[config.mk]
export PLATFORM = sky130hd
export DESIGN_NAME = vga_sync_gen
export DESIGN_NICKNAME = d
export VERILOG_FILES = /design/src/rtl/vga_sync_gen.sv
export SDC_FILE = /design/constraint.sdc
export NUM_CORES = 1
export LEC_CHECK = 0
export ABC_AREA = 0
export CAP_MARGIN = 25
export CORE_ASPECT_RATIO = 0.5
export CORE_MARGIN = 2
export CORE_UTILIZATION = 46
export CTS_CLUSTER_DIAMETER = 40
export DETAILED_ROUTE_END_ITERATION = 8
export GPL_ROUTABILITY_DRIVEN = 0
export PLACE_DENSITY = 0.86
export SETUP_SLACK_MARGIN = 0.4
export SLEW_MARGIN = 10
export SYNTH_ARGS = -nofsm -noshare
export SYNTH_HDL_FRONTEND = slang
export SYNTH_SLANG_ARGS = --single-unit
[constraint.sdc]
create_clock -name clk -period 2 [get_ports clk]
set_input_delay 0.4 -clock clk [delete_from_list [all_inputs] [get_ports clk]]
set_output_delay 0.4 -clock clk [all_outputs]
set_load 0.01 [all_outputs]
[src/rtl/vga_sync_gen.sv]
`default_nettype none
// ============================================================================
// Module   : vga_sync_gen
// Brief    : VGA raster timing generator. It divides clk down to the pixel
//            rate and produces x/y counters, hsync/vsync and video_on.
//            Define VGA_FRAME_TICK_EN to add the frame_tick output.
// Revision : 1.0 - initial release
// ============================================================================
module vga_sync_gen #(
    parameter int CLK_DIV   = 2,
    parameter int H_DISPLAY = 640,
    parameter int H_FRONT   = 16,
    parameter int H_SYNC    = 96,
    parameter int H_BACK    = 48,
    parameter int V_DISPLAY = 480,
    parameter int V_FRONT   = 10,
    parameter int V_SYNC    = 2,
    parameter int V_BACK    = 33
) (
    input  logic       clk,
    input  logic       reset,
    output logic       p_tick,
    output logic [9:0] x,
    output logic [9:0] y,
    output logic       hsync,
    output logic       vsync,
    output logic       video_on
`ifdef VGA_FRAME_TICK_EN
    ,
    output logic       frame_tick
`endif
);

    localparam int c_H_TOTAL = H_DISPLAY + H_FRONT + H_SYNC + H_BACK;
    localparam int c_V_TOTAL = V_DISPLAY + V_FRONT + V_SYNC + V_BACK;
    localparam int c_DIV_W   = (CLK_DIV > 1) ? $clog2(CLK_DIV) : 1;

    localparam logic [c_DIV_W-1:0] c_DIV_LAST = c_DIV_W'(CLK_DIV - 1);
    localparam logic [9:0] c_X_LAST   = 10'(c_H_TOTAL - 1);
    localparam logic [9:0] c_Y_LAST   = 10'(c_V_TOTAL - 1);
    localparam logic [9:0] c_H_DISP   = 10'(H_DISPLAY);
    localparam logic [9:0] c_V_DISP   = 10'(V_DISPLAY);
    localparam logic [9:0] c_HS_START = 10'(H_DISPLAY + H_FRONT);
    localparam logic [9:0] c_HS_END   = 10'(H_DISPLAY + H_FRONT + H_SYNC - 1);
    localparam logic [9:0] c_VS_START = 10'(V_DISPLAY + V_FRONT);
    localparam logic [9:0] c_VS_END   = 10'(V_DISPLAY + V_FRONT + V_SYNC - 1);

    logic [c_DIV_W-1:0] r_div;
    logic               r_p_tick;
    logic [9:0]         r_x;
    logic [9:0]         r_y;
    logic               r_hsync;
    logic               r_vsync;

    logic               w_tick;
    logic               w_x_wrap;
    logic               w_y_wrap;
    logic [c_DIV_W-1:0] w_div_next;
    logic [9:0]         w_x_next;
    logic [9:0]         w_y_next;

    // The tick condition and the counter step share one edge, so p_tick and
    // the new x/y become visible on the same clk.
    assign w_tick     = (r_div == c_DIV_LAST);
    assign w_div_next = w_tick ? '0 : r_div + 1'b1;
    assign w_x_wrap   = (r_x == c_X_LAST);
    assign w_y_wrap   = (r_y == c_Y_LAST);

    always_comb begin
        w_x_next = r_x;
        w_y_next = r_y;
        if (w_tick) begin
            if (w_x_wrap) begin
                w_x_next = '0;
                w_y_next = w_y_wrap ? '0 : r_y + 1'b1;
            end else begin
                w_x_next = r_x + 1'b1;
            end
        end
    end

    // Syncs are decoded from the next-state counters to stay aligned with x/y.
    always_ff @(posedge clk) begin
        if (reset) begin
            r_div    <= '0;
            r_p_tick <= 1'b0;
            r_x      <= '0;
            r_y      <= '0;
            r_hsync  <= 1'b0;
            r_vsync  <= 1'b0;
        end else begin
            r_div    <= w_div_next;
            r_p_tick <= w_tick;
            r_x      <= w_x_next;
            r_y      <= w_y_next;
            r_hsync  <= (w_x_next >= c_HS_START) && (w_x_next <= c_HS_END);
            r_vsync  <= (w_y_next >= c_VS_START) && (w_y_next <= c_VS_END);
        end
    end

    assign p_tick   = r_p_tick;
    assign x        = r_x;
    assign y        = r_y;
    assign hsync    = r_hsync;
    assign vsync    = r_vsync;
    assign video_on = (r_x < c_H_DISP) && (r_y < c_V_DISP);

`ifdef VGA_FRAME_TICK_EN
    logic r_frame_tick;

    always_ff @(posedge clk) begin
        if (reset) begin
            r_frame_tick <= 1'b0;
        end else begin
            r_frame_tick <= w_tick && w_x_wrap && w_y_wrap;
        end
    end

    assign frame_tick = r_frame_tick;
`endif

endmodule
`default_nettype wire

Word-level counts from Yosys, hierarchy flattened
Cells that the tools add are included.

Flip-flop bits (word level): 24. Output and inout port bits: 24.

Add/sub/neg operators: 3. $lt $le $gt $ge: 6. Equal/unequal tests: 2. Mux-type cells: 5. Reduce and logical (&&, ||, !) cells: 4.

Operators by type and width (count): two-way mux 10 bit (5); adder 10 x 1 -> 10 bit (second input constant) (2); == test 10 bit (second input constant) (2); greater-or-equal comparator 10 bit (second input constant) (1); greater-or-equal comparator 10 x 9 -> 1 bit (second input constant) (1); <= comparator 10 bit (second input constant) (1); <= comparator 10 x 9 -> 1 bit (second input constant) (1); less-than comparator 10 bit (second input constant) (1); less-than comparator 10 x 9 -> 1 bit (second input constant) (1); logical AND 1 bit (3); OR reduction 2 bit (1); adder 1 bit (second input constant) (1).

Depth between registers and ports, before layout
Depth in word-level cells: 6. Depth in mapped cells: 8. Depth with buffers taken out: 7.

Worst setup path after synthesis
Ideal clock, no wire load.

Path type: register to register. Start: reg r_x[0] (netlist: x[0]). End: reg r_y[6] (netlist: y[6]). Setup time: 0.071 ns. Arrival time: 2.151 ns. Setup slack: -0.221 ns. Stages on the path, launching flop included: 8. Path buffers: 3. Clock period less this slack: 2.221 ns. Cell sequence: dfxtp_1 -> ha_1 -> clkbuf_1 -> or4b_1 -> buf_2 -> buf_6 -> or4_1 -> a21oi_1.

Longest elaborated chain between the ends: 3.

Ends and longest elaborated chain: start: declaration (line 50) `logic [9:0] r_x;`; start signal: assignment (line 94) `r_x <= w_x_next;`; == test 10 bit (line 66) `assign w_x_wrap = (r_x == c_X_LAST);`; two-way mux 10 bit (line 73) `if (w_x_wrap) begin`; two-way mux 10 bit (line 72) `if (w_tick) begin`; end signal: assignment (line 95) `r_y <= w_y_next;`; end: declaration (line 51) `logic [9:0] r_y;`.

No other way between the ends. A chain may end at the register's enable or synchronous reset.

Final worst setup path
Start: reg r_x[7] (netlist: x[7]). End: reg r_y[6] (netlist: y[6]).

Same word-level chain as after synthesis.

==> impl_metrics.yaml <==
status:
  status: "finished, violations left"
  violations: "setup timing"
sta:
  final-setup-viol-count: 2
  fin_crit_sh_pct: 101
  fin_tns_setup_ps: -41.7
  tightest_slew_ps: 358
  maxSlewHeadroom_pct: 76.1
  hold_violations: 0
  rsz0062_at_grt: "yes"
  max_freq_ghz: 0.494
  final_max_slew_viol_count: 0
  finalWorstSetupSlack_ps: -22.4
  period_minus_slack_ps: 2020
  skew_ps: 2.45
hold_path:
  hold_path_end: "y[2]"
  min_path_cells: 2
  hold_class: "flop to flop"
  holdCritStartpoint: "y[2]"
logic_synthesis:
  synth_nets: 174
  synth.most_common_cell: "dfxtp_1"
  synth_edf_count: 0
  synth_top_family_by_area: "simple AND/OR/NAND/NOR gates"
  synth_seq_cells: 24
  synth_seq_area_share_pct: 34.3
  yosys_warnings: 0
  syn_avg_cell_area_um2: 8.30
  yosys.area.top_type: "dfxtp_1"
  synthesis.area_um2: 1400
  synth_compound_area_share_pct: 18.6
  synth_top_area_share_pct: 34.3
  synthMuxAreaShare_pct: 2.14
  async_flop_share_pct: 0
  yosys-top-cells-area: "dfxtp_1 34%, a21oi_1 4.6%, nand2_1 3.7%"
  synth-main-ff-cell: "dfxtp_1"
  synthDistinctLibCells: 48
  synth_common_cells: "24 x dfxtp_1, 14 x nand2_1, 13 x a21oi_1"
  synthAdderAreaFrac_pct: 2.68
  synth_cells: 169
  synth-simple-area-share_pct: 33.0
  synth_xor_area_share_pct: 4.37
grt:
  grt_pass1_wl_um: 6580
  grt_pass1_vias: 1401
  gr-total-overflow: 0
  grt_usage_pct: 24.7
  antenna_found_initial: 0
  grt_start_max_net_pins: 14
layout:
  stdcell_area_um2: 2150
  layout.nets: 229
  fillers: 170
  drive_gt1_share_pct: 35.9
  diodes: 0
  area_growth_pct: 53.2
  final_core_utilization_pct: 72.6
clock_tree:
  worstSkewPairLatency_ps: 270
  cts_tree: "done"
  cts-root-buf: "clkbuf_8"
  cts-buffers-inserted: 3
  cts_sinks: 24
  clockBufferDepth: 2
  holdBufCountCts: 0
  clk_pin_slew_ps: 90
  cts_max_level: 1
floorplan:
  start_util_pct: 47.4
  die_height_um: 43.0
  core_area_um2: 2960
  die_width_um: 82.1
  num_rows: 14
  io_pins: 26
  dieArea_um2: 3530
drt:
  vias_per_cell: 6.30
  wl_per_cell_um: 19.3
  routed_wl_um: 5080
  drtIter0Drc: 186
  dr.pass1.iters: 5
  route.detailed.drc: 0
  drtAntennaViolNets: 0
  vias: 1658
placement:
  place_area_um2: 1850
  place_hpwl_um: 2600
  io_buffers: 25
power:
  p_leak_nw: 0.863
  power.internal_mw: 0.634
  power_switching_mw: 0.203
  seqPwrFrac_pct: 58.0
  netSwitchingFraction_pct: 24.2
  comb_power_share_pct: 5.2
  clockPowerShare_pct: 36.8
  irDropWorstVdd_mv: 0.244
  p_per_area_nw_per_um2: 389
worst_setup_path:
  critical_path_required_ps: 2220
  worstReg2RegStart: "x[7]"
  path_common_cell: "buf_6"
  crit_type: "flop to flop"
  setup.worst_path.start_class: "flop"
  cpPeakStageDelay_ps: 560
  cp_slowest_cell: "or4b_4"
  reg2reg_depth: 6
  crit_arrival_ps: 2240
  r2r_end: "y[6]"
  cp-end-kind: "flop"
  reg2reg_slack_ps: -20
  crit_path_max_fanout: 4
  crit_path_cell_trace: "nand4bb_4 > or4b_4 > buf_6 > buf_6 > or4_4 > a21oi_2"
  cp-startpoint: "x[7]"
run:
  cap_violations: 0
placed cells by master, fill, tap and decap left out, types with 3 or more instances in the layout:
cell	synthesis	layout
xnor2_1	3	3
buf_6	1	7
a21oi_1	13	9
o21ai_1	0	3
nand2b_1	5	5
nand4_1	6	6
o21ai_0	9	6
inv_1	4	4
o21a_1	3	3
a21oi_2	0	4
or3_1	3	3
xor2_1	4	4
dlygate4sd2_1	0	19
nor4_4	0	3
nor2_1	10	10
clkbuf_8	0	3
clkdlybuf4s50_1	0	4
dfxtp_4	0	5
nand2_1	14	13
nor3_1	5	5
dfxtp_1	24	10
and3_1	4	4
mux2i_1	3	3
nand3_1	5	5
buf_4	0	30
dfxtp_2	0	9
nor3b_1	3	3
worst max path at each step:
stage / to / slack, ps / depth (start not counted)
2_1_floorplan: y[6] / -6 / 6
3_3_place_gp: vsync / 70 / 5
3_5_place_dp: vsync / -7 / 5
4_1_cts: hsync / 7 / 7
5_1_grt: vsync / -140 / 6
6_report: y[6] / -20 / 6
power groups by stage:
stage	clock network (mW)	logic, mW	registers [mW]
2_1_floorplan	0	0.0191	0.501
4_1_cts	0.298	0.0378	0.485
5_1_grt	0.323	0.0457	0.486
3_5_place_dp	0	0.0393	0.500
6_report	0.308	0.0434	0.485
3_3_place_gp	0	0.0385	0.500
metrics by stage:
step | setup WS [ps] | instances | hold slack, ps | power (mW)
final | -22.4 | 263 | 506 | 0.837
after global routing | -144 | 263 | 549 | 0.855
after CTS | 7.30 | 252 | 502 | 0.821
after detailed placement | -7.35 | 242 | 501 | 0.539
after global placement | 73.2 | 242 | 499 | 0.538
after floorplan | -6.18 | 169 | 511 | 0.520
layer usage:
metal  vias to the layer above  GRT usage (%)  share of wire [%]
li1                        732              -                  -
met1                       801           30.4                 42
met2                       107           43.1                 47
met3                        18           5.32                8.9
met4                         0           8.00                2.3
met5                         -              0                  0
state kept, by name (all words and copies together), names as in the netlist:
| name | cells |
|---|---|
| x | 10 |
| p_tick | 1 |
| hsync | 1 |
| y | 10 |
| vsync | 1 |
| r_div | 1 |
final cells by class:
type / count / area [µm²] / area share [%]
clock buffers: 3 / 41.3 / 1.92
clock inverters: 1 / 3.75 / 0.175
inverters: 4 / 15.0 / 0.699
multi-input cells: 129 / 1000 / 46.5
flip-flops and latches: 24 / 510 / 23.8
well taps: 40 / 50.0 / 2.33
repair buffers: 62 / 528 / 24.6
critical path: cells and delay by family (launching register included):
kind | cells | cell delay (ps)
simple gates | 3 | 1250
flops | 1 | 330
buf+inv | 2 | 270
compound gates | 1 | 120
cell families after synthesis:
group | Yosys count
compound gates | 40
buf+inv | 16
flops | 24
simple gates | 76
mux | 3
fa+ha+maj | 3
xor+xnor | 7
what timing repair did:
action / CTS / global route
setup endpoints to repair: 33 / 16
buffers inserted: 6 / 11
pin swaps: 5 / 18
resized for setup: 38 / 29
No activity file was read; power rests on OpenSTA's default activity.
